File: src/rtl/vdp_vram_arbiter_if.sv
// VRAM port, fetch addresses and CPU data-port request signals for vdp_vram_arbiter.
// master = requester/VRAM side, slave = arbiter.
interface vdp_vram_arbiter_if;
    logic        ce_pix;
    logic [8:0]  x;
    logic        active;
    logic [13:0] bg_A;
    logic [13:0] spr_A;
    logic [13:0] vram_A;
    logic        vram_we;
    logic [7:0]  vram_wD;
    logic [7:0]  vram_D;
    logic        cpu_wr;
    logic [13:0] cpu_wA;
    logic [7:0]  cpu_wD;
    logic        cpu_wr_ready;
    logic        cpu_rd;
    logic [13:0] cpu_rA;
    logic        cpu_rd_busy;
    logic        cpu_rvalid;
    logic [7:0]  cpu_rD;

    modport master (
        output ce_pix, x, active, bg_A, spr_A, vram_D,
               cpu_wr, cpu_wA, cpu_wD, cpu_rd, cpu_rA,
        input  vram_A, vram_we, vram_wD, cpu_wr_ready,
               cpu_rd_busy, cpu_rvalid, cpu_rD
    );

    modport slave (
        input  ce_pix, x, active, bg_A, spr_A, vram_D,
               cpu_wr, cpu_wA, cpu_wD, cpu_rd, cpu_rA,
        output vram_A, vram_we, vram_wD, cpu_wr_ready,
               cpu_rd_busy, cpu_rvalid, cpu_rD
    );
endinterface

File: src/rtl/vdp_vram_arbiter.sv
// VDP VRAM port arbiter: x-fixed bg/sprite fetch plus CPU write FIFO and single reads in slots.
// Optional macro VDP_ARB_BLANK_BURST_EN makes every blanking ce_pix a CPU slot.
module vdp_vram_arbiter #(
    parameter int unsigned FIFO_DEPTH = 4,
    parameter logic [2:0]  CPU_PHASE  = 3'd5
) (
    input logic               clk_sys,
    input logic               reset_n,
    vdp_vram_arbiter_if.slave bus
);
    localparam int unsigned AW = $clog2(FIFO_DEPTH);
    localparam logic [AW:0] FULL_CNT = (AW+1)'(FIFO_DEPTH);

    typedef enum logic [1:0] {IDLE, WR, RD} state_t;

    state_t      state_q;
    logic        cpu_own_q;
    logic [13:0] cpu_A_q;
    logic        vram_we_q;
    logic [7:0]  vram_wD_q;
    logic        rd_busy_q;
    logic [13:0] rd_A_q;
    logic        rvalid_q;
    logic [7:0]  rD_q;

    logic [21:0]   fifo_mem [FIFO_DEPTH];
    logic [AW-1:0] wr_ptr_q, rd_ptr_q;
    logic [AW:0]   count_q, count_d;
    logic          fifo_empty, fifo_full, push, pop;
    logic          phase_hit, slot;

    assign phase_hit = !bus.x[8] && (bus.x[2:0] == CPU_PHASE);
`ifdef VDP_ARB_BLANK_BURST_EN
    assign slot = bus.ce_pix && (bus.active ? phase_hit : 1'b1);
`else
    assign slot = bus.ce_pix && phase_hit;
`endif

    assign fifo_empty = (count_q == '0);
    assign fifo_full  = (count_q == FULL_CNT);
    assign pop        = (state_q == IDLE) && slot && !fifo_empty;
    // When full, a same-cycle pop frees the slot the push lands in.
    assign push       = bus.cpu_wr && (!fifo_full || pop);

    always_comb begin
        count_d = count_q;
        if (push && !pop)
            count_d = count_q + 1'b1;
        else if (pop && !push)
            count_d = count_q - 1'b1;
    end

    always_ff @(posedge clk_sys) begin
        if (push)
            fifo_mem[wr_ptr_q] <= {bus.cpu_wA, bus.cpu_wD};
    end

    always_ff @(posedge clk_sys or negedge reset_n) begin
        if (!reset_n) begin
            wr_ptr_q <= '0;
            rd_ptr_q <= '0;
            count_q  <= '0;
        end else begin
            if (push)
                wr_ptr_q <= wr_ptr_q + AW'(1);
            if (pop)
                rd_ptr_q <= rd_ptr_q + AW'(1);
            count_q <= count_d;
        end
    end

    always_ff @(posedge clk_sys or negedge reset_n) begin
        if (!reset_n) begin
            state_q   <= IDLE;
            cpu_own_q <= 1'b0;
            cpu_A_q   <= '0;
            vram_we_q <= 1'b0;
            vram_wD_q <= '0;
            rd_busy_q <= 1'b0;
            rd_A_q    <= '0;
            rvalid_q  <= 1'b0;
            rD_q      <= '0;
        end else begin
            vram_we_q <= 1'b0;
            rvalid_q  <= 1'b0;
            if (bus.cpu_rd && !rd_busy_q) begin
                rd_busy_q <= 1'b1;
                rd_A_q    <= bus.cpu_rA;
            end
            case (state_q)
                IDLE: begin
                    if (slot) begin
                        if (!fifo_empty) begin
                            state_q                <= WR;
                            cpu_own_q              <= 1'b1;
                            {cpu_A_q, vram_wD_q}   <= fifo_mem[rd_ptr_q];
                            vram_we_q              <= 1'b1;
                        end else if (rd_busy_q) begin
                            state_q   <= RD;
                            cpu_own_q <= 1'b1;
                            cpu_A_q   <= rd_A_q;
                        end
                    end
                end
                WR: begin
                    if (bus.ce_pix) begin
                        state_q   <= IDLE;
                        cpu_own_q <= 1'b0;
                    end
                end
                RD: begin
                    if (bus.ce_pix) begin
                        state_q   <= IDLE;
                        cpu_own_q <= 1'b0;
                        rD_q      <= bus.vram_D;
                        rvalid_q  <= 1'b1;
                        rd_busy_q <= 1'b0;
                    end
                end
                default: state_q <= IDLE;
            endcase
        end
    end

    assign bus.vram_A       = cpu_own_q ? cpu_A_q :
                              ((bus.x[8] && (bus.x <= 9'd495)) ? bus.spr_A : bus.bg_A);
    assign bus.vram_we      = vram_we_q;
    assign bus.vram_wD      = vram_wD_q;
    assign bus.cpu_wr_ready = !fifo_full;
    assign bus.cpu_rd_busy  = rd_busy_q;
    assign bus.cpu_rvalid   = rvalid_q;
    assign bus.cpu_rD       = rD_q;
endmodule

File: src/flat_wrapper.sv
// flat-port wrapper written by rule: the top's interface ports become plain ports
module vdp_vram_arbiter_flat 
#(
    parameter int unsigned FIFO_DEPTH = 4,
    parameter logic [2:0]  CPU_PHASE  = 3'd5
)
  (clk_sys, reset_n, bus_ce_pix, bus_x, bus_active, bus_bg_A, bus_spr_A, bus_vram_D, bus_cpu_wr, bus_cpu_wA, bus_cpu_wD, bus_cpu_rd, bus_cpu_rA, bus_vram_A, bus_vram_we, bus_vram_wD, bus_cpu_wr_ready, bus_cpu_rd_busy, bus_cpu_rvalid, bus_cpu_rD);
  vdp_vram_arbiter_if bus_i ();
  input logic clk_sys;
  input logic reset_n;
  input wire logic [$bits(bus_i.ce_pix)-1:0] bus_ce_pix;
  input wire logic [$bits(bus_i.x)-1:0] bus_x;
  input wire logic [$bits(bus_i.active)-1:0] bus_active;
  input wire logic [$bits(bus_i.bg_A)-1:0] bus_bg_A;
  input wire logic [$bits(bus_i.spr_A)-1:0] bus_spr_A;
  input wire logic [$bits(bus_i.vram_D)-1:0] bus_vram_D;
  input wire logic [$bits(bus_i.cpu_wr)-1:0] bus_cpu_wr;
  input wire logic [$bits(bus_i.cpu_wA)-1:0] bus_cpu_wA;
  input wire logic [$bits(bus_i.cpu_wD)-1:0] bus_cpu_wD;
  input wire logic [$bits(bus_i.cpu_rd)-1:0] bus_cpu_rd;
  input wire logic [$bits(bus_i.cpu_rA)-1:0] bus_cpu_rA;
  output wire logic [$bits(bus_i.vram_A)-1:0] bus_vram_A;
  output wire logic [$bits(bus_i.vram_we)-1:0] bus_vram_we;
  output wire logic [$bits(bus_i.vram_wD)-1:0] bus_vram_wD;
  output wire logic [$bits(bus_i.cpu_wr_ready)-1:0] bus_cpu_wr_ready;
  output wire logic [$bits(bus_i.cpu_rd_busy)-1:0] bus_cpu_rd_busy;
  output wire logic [$bits(bus_i.cpu_rvalid)-1:0] bus_cpu_rvalid;
  output wire logic [$bits(bus_i.cpu_rD)-1:0] bus_cpu_rD;
  assign bus_i.ce_pix = bus_ce_pix;
  assign bus_i.x = bus_x;
  assign bus_i.active = bus_active;
  assign bus_i.bg_A = bus_bg_A;
  assign bus_i.spr_A = bus_spr_A;
  assign bus_i.vram_D = bus_vram_D;
  assign bus_i.cpu_wr = bus_cpu_wr;
  assign bus_i.cpu_wA = bus_cpu_wA;
  assign bus_i.cpu_wD = bus_cpu_wD;
  assign bus_i.cpu_rd = bus_cpu_rd;
  assign bus_i.cpu_rA = bus_cpu_rA;
  assign bus_vram_A = bus_i.vram_A;
  assign bus_vram_we = bus_i.vram_we;
  assign bus_vram_wD = bus_i.vram_wD;
  assign bus_cpu_wr_ready = bus_i.cpu_wr_ready;
  assign bus_cpu_rd_busy = bus_i.cpu_rd_busy;
  assign bus_cpu_rvalid = bus_i.cpu_rvalid;
  assign bus_cpu_rD = bus_i.cpu_rD;
  vdp_vram_arbiter #(.FIFO_DEPTH(FIFO_DEPTH), .CPU_PHASE(CPU_PHASE)) u_core (.clk_sys(clk_sys), .reset_n(reset_n), .bus(bus_i));
endmodule
File: config.mk
export PLATFORM = sky130hd
export DESIGN_NAME = vdp_vram_arbiter_flat
export DESIGN_NICKNAME = d
export VERILOG_FILES = /design/src/rtl/vdp_vram_arbiter_if.sv /design/src/rtl/vdp_vram_arbiter.sv /design/src/flat_wrapper.sv
export SDC_FILE = /design/constraint.sdc
export NUM_CORES = 1
export LEC_CHECK = 0
export ABC_CLOCK_PERIOD_IN_PS = 4100
export CELL_PAD_IN_SITES_DETAIL_PLACEMENT = 1
export CELL_PAD_IN_SITES_GLOBAL_PLACEMENT = 2
export CORE_MARGIN = 10
export CORE_UTILIZATION = 25
export CTS_BUF_LIST = sky130_fd_sc_hd__clkbuf_8
export CTS_CLUSTER_SIZE = 12
export DETAILED_ROUTE_END_ITERATION = 8
export PLACE_DENSITY_LB_ADDON = 0.1
export SKIP_LAST_GASP = 1
export SLEW_MARGIN = 20
export SYNTH_ARGS = -nofsm -noshare
export SYNTH_HDL_FRONTEND = slang
export SYNTH_SLANG_ARGS = --single-unit
File: constraint.sdc
create_clock -name clk_sys -period 4.1 [get_ports clk_sys]
set_input_delay 0.615 -clock clk_sys [delete_from_list [all_inputs] [get_ports clk_sys]]
set_output_delay 0.615 -clock clk_sys [all_outputs]
set_load 0.05 [all_outputs]
==> results.json <==
{
  "synthArstFlopShare": 0.3931,
  "timing.slew.headroom": 0.4117,
  "timing.final.crit_share": 0.7963,
  "syn_inst": 366,
  "critPathKind": "in2out",
  "routabilityCongestion": 0.6851,
  "ys_dominant_reg_cell": "edfxtp_1",
  "synth.yosys.warnings": 0,
  "portBuffers": 118,
  "htree_levels": 4,
  "syn_to_final_growth_pct": 34.21,
  "viasPerCell": 4.190,
  "cp.required_ps": 3480,
  "critical_path.startpoint": "bus_x[5]",
  "clk_pin_slew_ps": 80,
  "crit_fanout": 14,
  "fp.dieH_um": 174.8,
  "ctsResizeCount": 0,
  "leakage_nw": 2.997,
  "cap_viol_max_count": 0,
  "drive_gt1_frac": 0.1811,
  "ff2ff_path_depth": 10,
  "antenna_found_initial": 1,
  "synth_top_area_share": 0.4411,
  "postCtsSetupBuffers": 0,
  "finalHoldViolCount": 0,
  "setup_viol_count_final": 0,
  "clock_skew_ps": 10.86,
  "ctsLongestPathBuffers": 2,
  "clock-root-buffer": "clkbuf_8",
  "grt_pass1_wl_mm": 23.10,
  "ys_types": 33,
  "critPathArrivalTime_ps": 2650,
  "synth_area_leaders": "edfxtp_1 44%, dfrtp_1 24%, mux4_2 5.3%, mux2_2 5.1%, mux4_1 3.5%",
  "r2r_slack_ps": 1410,
  "synth_area_per_cell_um2": 16.37,
  "endpoint": "bus_vram_A[9]",
  "rows": 56,
  "worstMarginPinSlew_ps": 882.4,
  "yosysTopAreaCell": "edfxtp_1",
  "netlist_area_um2": 5991,
  "die-width_um": 174.8,
  "drtIter0Drc": 125,
  "design.core.area_um2": 23540,
  "grt_use_total": 0.09902,
  "clock_latency_ps": 430,
  "cts_buffers": 17,
  "synth_edf_count": 88,
  "nets": 590,
  "synth_most_common_cell": "edfxtp_1",
  "ant_nets": 0,
  "synth_commonest_cells": "88 x edfxtp_1, 57 x dfrtp_1, 47 x nand2_1",
  "place_area_um2": 7528,
  "drcViolationCount": 0,
  "cts_tree": "built",
  "max_freq_mhz": 306.3,
  "grt_max_degree": 30,
  "cp-end-kind": "primary output",
  "maxSlewViolCount": 0,
  "clock-sinks": 145,
  "start_util": 0.2545,
  "fin_util": 0.3415,
  "drt_first_pass_iters": 4,
  "vias": 3465,
  "status": "finished clean",
  "r2r_end": "u_core.count_q[2]",
  "ys_seq_area_frac": 0.6792,
  "final_cell_area_um2": 8040,
  "tns_ps": 0,
  "worstSetupStartpointType": "input pin",
  "yosys_register_bits": 145,
  "cts_hold_buf": 0,
  "hpwl_mm": 10.49,
  "peakVddDrop_uv": 315.7,
  "min_period_ps": 3265,
  "drt-total-wl_mm": 14.90,
  "syn_nets": 461,
  "r2r_start": "u_core.count_q[0]",
  "cellPowerDensity_nw_per_um2": 717.0,
  "nFillCells": 2468,
  "wl_per_cell_um": 18.02,
  "grt_pass1_vias": 3849,
  "n_antenna_cell": 0,
  "die_area_um2": 30560,
  "ios": 121,
  "rsz0062_at_grt": "false",
  "worstHoldPathType": "in2async",
  "grt-ovfl-total": 0
}
[per-layer routing]
layer / routed length [µm] / up-vias / track usage / part of all wire
met5: 7 / - / 0 / 0.00047
met4: 144 / 2 / 0.02967 / 0.0097
met3: 930 / 13 / 0.03837 / 0.062
met2: 6597 / 113 / 0.1513 / 0.44
met1: 7219 / 1709 / 0.1271 / 0.48
li1: - / 1628 / - / -
[flip-flops by register name, indices dropped and copies added, names as in the netlist, 3 cells and up]
register	cells
u_core.fifo_mem	88
u_core.count_q	3
u_core.rd_A_q	14
u_core.cpu_A_q	14
u_core.bus.vram_wD	8
u_core.bus.cpu_rD	8
[cell families after synthesis]
| family | count (synthesis) | share of synthesized area |
|---|---|---|
| flops | 145 | 0.6792 |
| simple gates | 80 | 0.06287 |
| mux | 68 | 0.1738 |
| compound gates | 34 | 0.03321 |
| buf+inv | 25 | 0.02423 |
| fa+ha+maj | 8 | 0.01796 |
| xor+xnor | 6 | 0.008774 |
[cells in the final DEF (no fill, tap or decap), types with 7 or more instances in the layout]
master | synthesis | routed
mux4_2 | 14 | 14
o21ai_0 | 16 | 16
buf_4 | 3 | 10
mux2i_1 | 14 | 14
mux4_1 | 8 | 8
clkbuf_8 | 0 | 20
inv_1 | 7 | 9
a31oi_1 | 15 | 15
ha_1 | 7 | 7
clkdlybuf4s50_1 | 0 | 117
edfxtp_1 | 88 | 88
bufinv_16 | 0 | 7
mux2_2 | 27 | 27
nor2_1 | 21 | 21
nand2_1 | 47 | 47
dfrtp_1 | 57 | 56
[layout make-up]
class | instances | area [µm²] | share of cell area
Timing Repair Buffer | 128 | 1251 | 0.1556
Tap cell | 319 | 399.1 | 0.04964
Sequential cell | 145 | 4070 | 0.5062
Multi-Input combinational cell | 196 | 1782 | 0.2216
Clock inverter | 12 | 236.5 | 0.02941
Inverter | 7 | 26.28 | 0.003268
Clock buffer | 20 | 275.3 | 0.03424
[power breakdown]
part	leakage, nW	switching [mW]	internal [mW]
Sequential	1.50	0.302	2.00
Clock	0.262	0.515	0.892
Combinational	1.23	1.19	0.865
Total	3.00	2.01	3.76
[how the worst min path moves through the flow]
stage	from	end	slack, ps
finish	reset_n	u_core.cpu_A_q[9]	230
global route	reset_n	u_core.cpu_A_q[9]	250
CTS	reset_n	u_core.rd_A_q[6]	220
detailed placement	u_core.state_q[0]	u_core.state_q[0]	470
global placement	u_core.state_q[0]	u_core.state_q[0]	470
floorplan	reset_n	u_core.bus.cpu_rD[0]	320
[metrics by stage]
step / std cells / total power [mW] / setup slack [ps] / hold slack (ps)
floorplan: 366 / 3.704 / 1196 / 319.4
global placement: 795 / 4.414 / 859.1 / 467.1
detailed placement: 795 / 4.464 / 799.9 / 468.8
CTS: 827 / 5.901 / 806.1 / 222.0
global route: 827 / 6.132 / 653.1 / 249.8
finish: 827 / 5.765 / 835.0 / 231.4
[worst max-delay path, stage by stage]
cell	delay (ps)
clkdlybuf4s50_1	460
nand4_1	90
nand2_1	80
buf_4	250
mux2i_1	110
o21ai_0	190
clkdlybuf4s50_1	850
(Power assumes the default switching activity.)
